**config.mk**
```make
export PLATFORM = sky130hd
export DESIGN_NAME = thunderbird_turn_fsm
export DESIGN_NICKNAME = d
export VERILOG_FILES = /design/src/rtl/thunderbird_turn_fsm.sv
export SDC_FILE = /design/constraint.sdc
export NUM_CORES = 1
export LEC_CHECK = 0
export BUFFER_PORTS_ARGS = -buffer_cell sky130_fd_sc_hd__buf_2
export CELL_PAD_IN_SITES_DETAIL_PLACEMENT = 0
export CELL_PAD_IN_SITES_GLOBAL_PLACEMENT = 2
export CORE_UTILIZATION = 31
export CTS_BUF_LIST = sky130_fd_sc_hd__clkbuf_16
export CTS_CLUSTER_DIAMETER = 40
export CTS_CLUSTER_SIZE = 20
export DETAILED_ROUTE_END_ITERATION = 8
export GPL_ROUTABILITY_DRIVEN = 0
export GPL_TIMING_DRIVEN = 0
export PLACE_DENSITY = 0.81
export SYNTH_ARGS = -nofsm -noshare
export SYNTH_HDL_FRONTEND = slang
export SYNTH_SLANG_ARGS = --single-unit
```
**constraint.sdc**
```tcl
create_clock -name Clk_In -period 2.4 [get_ports Clk_In]
set_input_delay 0.24 -clock Clk_In [delete_from_list [all_inputs] [get_ports Clk_In]]
set_output_delay 0.24 -clock Clk_In [all_outputs]
set_load 0.1 [all_outputs]
```
**src/rtl/thunderbird_turn_fsm.sv**
```systemverilog
// Thunderbird tail-light sequencer: synchronises the slow divider tick and the turn/hazard switches,
// then steps a Moore FSM once per tick rising edge to drive six lamps.
module thunderbird_turn_fsm #(
  parameter int unsigned SYNC_STAGES = 2
) (
  input  logic       Clk_In,
  input  logic       Rst_n,
  input  logic       Tick,
  input  logic       Left,
  input  logic       Right,
  input  logic       Haz,
  output logic       LA,
  output logic       LB,
  output logic       LC,
  output logic       RA,
  output logic       RB,
  output logic       RC,
  output logic [2:0] State,
  output logic       Tick_Pulse
);

  typedef enum logic [2:0] {
    IDLE = 3'd0,
    L1   = 3'd1,
    L2   = 3'd2,
    L3   = 3'd3,
    R1   = 3'd4,
    R2   = 3'd5,
    R3   = 3'd6,
    LR3  = 3'd7
  } state_e;

  logic [3:0]                   in_vec;
  logic [SYNC_STAGES-1:0][3:0]  sync_q;
  logic                         tick_prev_q;
  logic                         tick_s, left_s, right_s, haz_s;
  state_e                       state_q, state_d;
  logic [5:0]                   lamps_q, lamps_d;

  assign in_vec = {Haz, Right, Left, Tick};
  assign {haz_s, right_s, left_s, tick_s} = sync_q[SYNC_STAGES-1];

  // Reset preloads every stage and the history flop with the live level, so a Tick
  // already high at reset release is not mistaken for a rising edge.
  always_ff @(posedge Clk_In) begin
    if (!Rst_n) begin
      sync_q      <= {SYNC_STAGES{in_vec}};
      tick_prev_q <= Tick;
    end else begin
      sync_q      <= {sync_q[SYNC_STAGES-2:0], in_vec};
      tick_prev_q <= tick_s;
    end
  end

  assign Tick_Pulse = tick_s & ~tick_prev_q;

  always_comb begin
    state_d = state_q;
    if (Tick_Pulse) begin
      case (state_q)
        IDLE: begin
          if (haz_s || (left_s && right_s)) state_d = LR3;
          else if (left_s)                  state_d = L1;
          else if (right_s)                 state_d = R1;
          else                              state_d = IDLE;
        end
        L1:  state_d = haz_s ? LR3 : L2;
        L2:  state_d = haz_s ? LR3 : L3;
        L3:  state_d = IDLE;
        R1:  state_d = haz_s ? LR3 : R2;
        R2:  state_d = haz_s ? LR3 : R3;
        R3:  state_d = IDLE;
        LR3: state_d = IDLE;
        default: state_d = IDLE;
      endcase
    end
  end

  // Lamp order {LC,LB,LA,RA,RB,RC}; decoded from next state so lamps move with State.
  always_comb begin
    lamps_d = '0;
    case (state_d)
      IDLE: lamps_d = 6'b000_000;
      L1:   lamps_d = 6'b001_000;
      L2:   lamps_d = 6'b011_000;
      L3:   lamps_d = 6'b111_000;
      R1:   lamps_d = 6'b000_100;
      R2:   lamps_d = 6'b000_110;
      R3:   lamps_d = 6'b000_111;
      LR3:  lamps_d = 6'b111_111;
      default: lamps_d = '0;
    endcase
  end

  always_ff @(posedge Clk_In) begin
    if (!Rst_n) begin
      state_q <= IDLE;
      lamps_q <= '0;
    end else begin
      state_q <= state_d;
      lamps_q <= lamps_d;
    end
  end

  assign State = state_q;
  assign {LC, LB, LA, RA, RB, RC} = lamps_q;

endmodule
```
== Yosys cells after proc, flatten, opt, wreduce, memory -nomap -nowiden ==
Memory sizes are Yosys's and may differ from the RTL's. A register that Yosys moved wholly into a read port is not among the register bits.
Index checks and enable logic that the tools add are counted.
Operators by class
  equal/unequal tests: 7
  multiplexer cells: 11
  bitwise operators: 2
  reduce and logical (&&, ||, !) cells: 5
Operators by type and width (number)
  $mux W3: 6
  $pmux W3 S6: 1
  $eq A3 B3 Y1 const B: 4
  $mux W8: 1
  $eq A3 B2 Y1 const B: 2
  $eq A3 B1 Y1 const B: 1
  $logic_not A3 Y1: 1
  $reduce_or A3 Y1: 1
  $mux W1: 2
  $mux W2: 1
  $and A1 B1 Y1: 1
  $logic_and A1 B1 Y1: 1
  $logic_not A1 Y1: 1
  $logic_or A1 B1 Y1: 1
  $not A1 Y1: 1
Word-level totals
  register bits: 12
  memory bits (read-only): 48
  input port bits: 6
  output and inout bits: 10
  logic and storage cells: 30
  memories: 1
Memory list
  (name not given): words 8, width 6, rd ports 1, clocked after Yosys merged registers in 1, wr ports 0, RTL line 82  | case (state_d)

== Longest topological paths before layout ==
Gate-level depths: netlist of the first run.
  word-level depth: 5
  depth in mapped cells: 5
  mapped depth without buffers: 5

== Worst setup path after synthesis of the first run ==
No wires, ideal clock.
  kind: flip-flop to flip-flop
  start point: register state_q[0], in the netlist State[0]
  end point: register lamps_q[3]
  library setup time: 137 ps
  arrival: 1850 ps
  data required time: 2263 ps
  setup slack: 413 ps
  cell stages (with the launch flop): 5
  path buffers: 0
  period minus slack after synthesis: 1987 ps
  cell sequence: dfxtp_1 and3b_1 o21ai_0 a211oi_1 o32ai_2
On the way
  longest elaborated chain between the ends: 4
Ends and longest elaborated chain
  start: declaration: RTL line 37  | state_e state_q, state_d;
  start signal: assignment: RTL line 100  | state_q <= state_d;
  $eq A3 B3 Y1 or $eq A3 B2 Y1 (tied branches): RTL line 60  | case (state_q)
  $reduce_or A3 Y1 (no line)
  $pmux W3 S6: RTL line 60
  $mux W3 *: RTL line 59  | if (Tick_Pulse) begin
  end: declaration: RTL line 38  | logic [5:0] lamps_q, lamps_d;
Every way passes the cells marked *; elsewhere a longest branch is shown, timed or not.
A chain may end at the register's enable or synchronous reset.

== Worst setup path in the final report of the first run ==
  start point: register sync_q[4] (netlist name)
  end point: output Tick_Pulse
On the way
  longest elaborated chain between the ends: 1
Ends and longest elaborated chain
  start: declaration: RTL line 34  | logic [SYNC_STAGES-1:0][3:0] sync_q;
  start signal: assignment: RTL line 47  | sync_q <= {SYNC_STAGES{in_vec}};
  start signal: assignment: RTL line 50  | sync_q <= {sync_q[SYNC_STAGES-2:0], in_vec};
  $and A1 B1 Y1: RTL line 55  | assign Tick_Pulse = tick_s & ~tick_prev_q;
  end: declaration: RTL line 19  | output logic Tick_Pulse
Every way passes these cells.

==> results of run 1 <==
==> state kept, by name, indices dropped and copies added, names as in the netlist <==
| signal | cells |
|---|---|
| tick_prev_q | 1 |
| sync_q | 5 |
| State | 2 |
| right_s | 1 |
| haz_s | 1 |
| lamps_q | 6 |
| left_s | 1 |
==> power by group through the flow <==
stage                     combinational (mW)  clock, mW  sequential, mW
after floorplan                       0.0756          0           0.414
after detailed placement               0.190          0           0.329
after CTS                              0.191      0.334           0.324
after global routing                   0.199      0.347           0.327
final                                  0.190      0.325           0.324
after global placement                 0.191          0           0.329
==> through the flow <==
stage | setup WS (ns) | total power [mW] | instance area (µm²) | util [%]
after detailed placement | 0.979 | 0.520 | 704 | 39.5
after floorplan | 0.413 | 0.490 | 603 | -
final | 0.869 | 0.839 | 785 | 44.0
after global routing | 0.789 | 0.873 | 785 | 44.0
after global placement | 0.975 | 0.520 | 704 | 39.5
after CTS | 0.867 | 0.848 | 785 | 44.0
==> cell type report <==
type | count | area share (%)
Timing Repair Buffer | 14 | 8.93
Sequential cell | 17 | 43.4
Clock inverter | 1 | 0.638
Tap cell | 25 | 3.99
Multi-Input combinational cell | 36 | 30.1
Inverter | 4 | 1.91
Buffer | 2 | 1.44
Clock buffer | 3 | 9.57
==> per-layer routing <==
| layer | GRT usage (%) | routed length (µm) | vias up |
|---|---|---|---|
| li1 | - | - | 239 |
| met2 | 14.6 | 430 | 7 |
| met1 | 16.3 | 568 | 197 |
| met5 | 0 | 0 | - |
| met4 | 8.82 | 12 | 0 |
| met3 | 3.53 | 33 | 2 |
==> final timing paths <==
check / from / end / slack (ns) / depth (start not counted)
setup reg to reg: State[0]$_SDFF_PN0_ / lamps_q[3]$_SDFF_PN0_ / 0.96 / 4
hold reg to reg: sync_q[0]$_DFF_P_ / sync_q[4]$_DFF_P_ / 0.43 / 2
setup / recovery: sync_q[4]$_DFF_P_ / Tick_Pulse / 0.87 / 3
hold / removal: Left / sync_q[1]$_DFF_P_ / 0.11 / 1
==> logic make-up (layout without fill, tap and decap cells) <==
| logic type | count (synthesis) | after routing |
|---|---|---|
| flip-flops | 17 | 17 |
| multiplexers | 3 | 3 |
| AO/OA/AOI/OAI | 10 | 10 |
| buffers and inverters | 6 | 24 |
| AND/OR/NAND/NOR | 23 | 23 |
==> cell usage in the layout, fill, tap and decap left out <==
cell type	count
dfxtp_1	17
buf_2	14
nand2_1	6
nor2_1	5
inv_1	4
mux2_2	3
clkbuf_16	3
nor3b_1	2
o22ai_1	2
nor2b_1	2
a211oi_1	2
nand3b_1	2
nor3_1	2
nand2b_1	1
clkbuf_1	1
or3b_1	1
nor4_1	1
and3b_1	1
o21ai_0	1
a211oi_2	1
o21a_1	1
o21ai_1	1
a21oi_1	1
o32ai_2	1
buf_4	1
clkinv_2	1
==> synth_stat cells (all sizes together) <==
cell and number:
dfxtp 17, mux2 3, nand2 6, buf 1, a211oi 3, or3b 1
clkbuf 1, o22ai 2, nor2 5, o21a 1, nand2b 1, o21ai 2
a21oi 1, o32ai 1, nand3b 2, nor2b 2, nor3 2, nor4 1
inv 4, and3b 1, nor3b 2
==> results.py, run 1 <==
metrics = {
    "status": {
        "status": "completed",
    },
    "placed_design": {
        "placed_cells": 98,
        "dp_hpwl_um": 749,
        "io_buffers": 14,
    },
    "grt": {
        "groute.usage.overall_pct": 11.7,
        "antenna_found_initial": 0,
        "grt_pass1_wl_um": 1680,
        "grt_max_degree": 11,
        "grt.overflow.total": 0,
        "grt_pass1_vias": 369,
    },
    "layout": {
        "antenna_cells": 0,
        "nFillCells": 182,
        "areaGrowthSynthToFinish_pct": 30.1,
        "drive_gt1_share_pct": 31.2,
        "multi_input_area_um2": 236,
        "seq_area_um2": 340,
        "fin_cells": 102,
        "fin_nets": 84,
    },
    "clocking": {
        "ctsResizeCount": 0,
        "postCtsSetupBuffers": 0,
        "cts_max_level": 1,
        "numCtsBuffers": 3,
        "cts_buffer_depth": 2,
        "postCtsHoldBufs": 0,
        "cts_tree": "done",
        "clkLatencyLatePin_ns": 0.24,
        "clock-root-buffer": "clkbuf_16",
        "clkSlewWorstSetupHoldPaths_ns": 0.05,
        "clock-sinks": 17,
    },
    "drt": {
        "drtAntennaViolNets": 0,
        "num_vias": 445,
        "finalWirelength_um": 1040,
        "wire_per_inst_um": 10.2,
        "vias_per_cell": 4.36,
        "firstDrtPassIters": 2,
        "drtIter0Drc": 2,
        "drc": 0,
    },
    "floorplanning": {
        "io_pins": 16,
        "initial_core_util_pct": 33.8,
        "core_um2": 1780,
        "dieWidth_um": 46.1,
        "die_area_um2": 2130,
        "rows": 15,
        "die_height_um": 46.1,
    },
    "critical_path": {
        "crit_chain": "nand2b_1, inv_1, buf_2",
        "path_buf_inv": 2,
        "slowest_delay_ns": 0.42,
        "start_kind": "flop",
        "critical_path_class": "reg2out",
        "cpMaxStageDelayCell": "buf_2",
        "cp_top_family": "buffers and inverters",
        "crit_path_end_kind": "primary output",
        "crit_arrival_ns": 1.29,
        "crit_fanout": 6,
        "cp_data_required_time_ns": 2.16,
    },
    "synthesis": {
        "yosys.area.top_type": "dfxtp_1",
        "ys_seq_area_share_pct": 56.4,
        "yosys-top-cells-area": "dfxtp_1 (56%), mux2_2 (5.6%), nand2_1 (3.7%)",
        "synthDistinctLibCells": 23,
        "synth_seq_cells": 17,
        "synth_top_family_by_area": "simple AND/OR/NAND/NOR gates",
        "synth_nets": 65,
        "synthSimpleGateAreaFrac_pct": 20.5,
        "netlist_area_um2": 603,
        "synth_mux_area_share_pct": 5.60,
        "netlist_instances": 59,
        "synth_top_cell_area_share_pct": 56.4,
        "yosys_warnings": 0,
        "synthAdderAreaFrac_pct": 0,
        "synth-xor-area-share_pct": 0,
        "synth_area_per_cell_um2": 10.2,
        "synth_compound_area_share_pct": 13.1,
    },
    "power": {
        "p_int_mw": 0.569,
        "clockPowerShare_pct": 38.8,
        "power.switching_mw": 0.270,
        "p_seq_share_pct": 38.6,
        "p_comb_share_pct": 22.6,
        "leakage_nw": 0.362,
        "vdd_drop_max_mv": 0.490,
        "switching_share_pct": 32.1,
        "power_density_nw_per_um2": 1070,
    },
    "sta": {
        "fmax_ghz": 0.653,
        "setup_viol": 0,
        "hold_viol_final": 0,
        "min_period_ns": 1.53,
        "hold_ws_ns": 0.108,
        "slew_violations": 0,
        "tns_ns": 0,
        "tightest_slew_ns": 0.486,
        "clock_skew_ns": 0.00275,
        "rsz0062_at_grt": "false",
        "slew_headroom_pct": 67.9,
        "min_period_over_period_pct": 63.8,
    },
    "worst_hold_path": {
        "hp-class": "in2reg",
    },
    "run": {
        "maxCapViolCount": 0,
    },
}
(Power assumes the default switching activity.)
==> run 2, diff against run 1 <==
--- a/config.mk
+++ b/config.mk
@@ -5,17 +5,18 @@
 export SDC_FILE = /design/constraint.sdc
 export NUM_CORES = 1
 export LEC_CHECK = 0
+export ABC_AREA = 1
 export BUFFER_PORTS_ARGS = -buffer_cell sky130_fd_sc_hd__buf_2
 export CELL_PAD_IN_SITES_DETAIL_PLACEMENT = 0
 export CELL_PAD_IN_SITES_GLOBAL_PLACEMENT = 2
-export CORE_UTILIZATION = 31
+export CORE_UTILIZATION = 27
 export CTS_BUF_LIST = sky130_fd_sc_hd__clkbuf_16
 export CTS_CLUSTER_DIAMETER = 40
 export CTS_CLUSTER_SIZE = 20
 export DETAILED_ROUTE_END_ITERATION = 8
 export GPL_ROUTABILITY_DRIVEN = 0
 export GPL_TIMING_DRIVEN = 0
-export PLACE_DENSITY = 0.81
+export PLACE_DENSITY = 0.77
 export SYNTH_ARGS = -nofsm -noshare
 export SYNTH_HDL_FRONTEND = slang
 export SYNTH_SLANG_ARGS = --single-unit
==> constraint.sdc (replaced) <==
create_clock -name Clk_In -period 1.54 [get_ports Clk_In]
set_input_delay 0.154 -clock Clk_In [delete_from_list [all_inputs] [get_ports Clk_In]]
set_output_delay 0.154 -clock Clk_In [all_outputs]
set_load 0.1 [all_outputs]
==> run 2 against run 1 <==
Clock skew decreased by 0.00057 ns. Largest power group is now registers. Critical path type unchanged. Non-clock buffer count unchanged. Count of clock-buffer cells in the layout unchanged. Highest routed layer unchanged. Combinational power increased by 90%.
==> results.py, run 2 <==
metrics = {
    "clocking": {
        "postCtsHoldBufs": 0,
        "numCtsBuffers": 3,
        "clkSlewWorstSetupHoldPaths_ns": 0.05,
        "ctsResizeCount": 0,
        "postCtsSetupBuffers": 0,
        "cts_buffer_depth": 2,
        "clkLatencyLatePin_ns": 0.24,
        "cts_max_level": 1,
        "clock-sinks": 17,
        "clock-root-buffer": "clkbuf_16",
        "cts_tree": "done",
    },
    "sta": {
        "clock_skew_ns": 0.00218,
        "slew_violations": 0,
        "min_period_ns": 1.35,
        "setup_viol": 0,
        "fmax_ghz": 0.742,
        "rsz0062_at_grt": "false",
        "min_period_over_period_pct": 87.6,
        "tightest_slew_ns": 0.484,
        "hold_viol_final": 0,
        "slew_headroom_pct": 67.9,
        "tns_ns": 0,
    },
    "floorplanning": {
        "dieWidth_um": 50.4,
        "rows": 17,
        "io_pins": 16,
        "die_area_um2": 2540,
        "core_um2": 2210,
        "initial_core_util_pct": 28.6,
        "die_height_um": 50.4,
    },
    "synthesis": {
        "synth-xor-area-share_pct": 0,
        "yosys-top-cells-area": "dfxtp_1 (54%), nand2_1 (17%), nand3_1 (4.8%)",
        "yosys.area.top_type": "dfxtp_1",
        "synth_edf_count": 0,
        "synthDistinctLibCells": 16,
        "synth_top_cell_area_share_pct": 53.9,
        "synthAdderAreaFrac_pct": 0,
        "synth_nets": 87,
        "ys.flop_type": "dfxtp_1",
        "synth_area_per_cell_um2": 7.80,
        "synth_top_family_by_area": "simple AND/OR/NAND/NOR gates",
        "netlist_area_um2": 632,
        "ys_seq_area_share_pct": 53.9,
        "netlist_instances": 81,
        "async_flop_share_pct": 0,
        "synthTopCellsByCount": "nand2_1 (29), dfxtp_1 (17), inv_1 (7), nand3_1 (6), nor2_1 (6)",
        "synth_mux_area_share_pct": 0,
        "synthSimpleGateAreaFrac_pct": 33.1,
        "yosys_warnings": 0,
        "synth_seq_cells": 17,
        "yosysMostFrequentCell": "nand2_1",
        "synth_compound_area_share_pct": 5.15,
    },
    "drt": {
        "finalWirelength_um": 1050,
        "drtIter0Drc": 4,
        "wire_per_inst_um": 8.23,
        "drc": 0,
        "drtAntennaViolNets": 0,
        "firstDrtPassIters": 4,
        "num_vias": 516,
        "vias_per_cell": 4.03,
    },
    "critical_path": {
        "start_kind": "flop",
        "crit_arrival_ns": 1.19,
        "critical_path_class": "reg2out",
        "crit_path_end_kind": "primary output",
        "rr_worst_depth": 9,
        "crit_fanout": 4,
        "cp_data_required_time_ns": 1.39,
    },
    "layout": {
        "largest_reg_flops": 6,
        "drive_gt1_share_pct": 32.0,
        "nFillCells": 259,
        "regMostFlops": "lamps_q",
        "areaGrowthSynthToFinish_pct": 30.5,
        "layout_commonest_cell": "nand2_1",
        "final_cell_mix": "nand2_1 (29), buf_2 (15), dfxtp_1 (14)",
        "antenna_cells": 0,
        "fin_nets": 107,
    },
    "worst_hold_path": {
        "hp-class": "in2reg",
        "hold_depth": 1,
    },
    "grt": {
        "antenna_found_initial": 0,
        "grt_pass1_wl_um": 1810,
        "grt_pass1_vias": 456,
        "grt_max_degree": 10,
        "grt.overflow.total": 0,
        "groute.usage.overall_pct": 9.77,
    },
    "placed_design": {
        "io_buffers": 15,
        "dp_hpwl_um": 841,
    },
    "power": {
        "power_mw": 1.35,
        "power_density_nw_per_um2": 1640,
        "vdd_drop_max_mv": 0.721,
        "leakage_nw": 0.443,
    },
    "run": {
        "maxCapViolCount": 0,
    },
    "status": {
        "status": "completed",
    },
}
## run 2: kinds of logic (layout without fill, tap and decap cells)
logic type             count (synthesis)  in the layout
AOI/OAI and AO/OA                      6              6
buffers and inverters                 12             31
DFF                                   17             17
and+or+nand+nor                       46             46
## run 2: critical path: stages, from the launching register on
cell and delay, ns:
dfxtp_1 0.30, inv_1 0.06, nor2_4 0.15, buf_2 0.44
## run 2: worst paths after layout
check	slack, ns	startpoint	end
max	0.19	sync_q[4]$_DFF_P_	Tick_Pulse
min	0.03	Right	sync_q[2]$_DFF_P_
max reg2reg	0.38	sync_q[4]$_DFF_P_	lamps_q[4]$_SDFF_PN0_
min reg2reg	0.42	sync_q[2]$_DFF_P_	right_s$_DFF_P_
## run 2: per-stage QoR
stage / hold WS (ns) / std cells / utilization [%] / worst slack [ns] / instance area [µm²]
final: 0.0261 / 128 / 37.3 / 0.191 / 825
after global placement: 0.270 / 124 / 33.7 / 0.374 / 746
after CTS: 0.0233 / 128 / 37.3 / 0.176 / 825
after detailed placement: 0.273 / 124 / 33.7 / 0.380 / 746
after global routing: 0.0204 / 128 / 37.3 / 0.138 / 825
after floorplan: 0.182 / 81 / - / 0.00507 / 636
## run 2: cell type report
| class | instances | area (µm²) | area share, % |
|---|---|---|---|
| plain buffers | 1 | 7.51 | 0.910 |
| well taps | 28 | 35.0 | 4.25 |
| multi-input cells | 52 | 241 | 29.3 |
| repair buffers | 15 | 75.1 | 9.10 |
| flip-flops and latches | 17 | 344 | 41.7 |
| inverters | 11 | 42.5 | 5.16 |
| clock inverters | 1 | 3.75 | 0.455 |
| clock buffers | 3 | 75.1 | 9.10 |
## run 2: power breakdown
part / leakage (nW) / internal (mW) / switching [mW]
clock: 0.0423 / 0.343 / 0.146
combinational: 0.258 / 0.0705 / 0.291
sequential: 0.143 / 0.482 / 0.0211
## run 2: per-layer routing
layer  global-route usage, %  vias to the layer above  part of all wire (%)
met3                    2.73                        2                   3.5
met1                    12.1                      219                    51
met4                    6.94                        0                  0.95
met5                       0                        -                     0
met2                    14.4                        9                    44
li1                        -                      286                     -
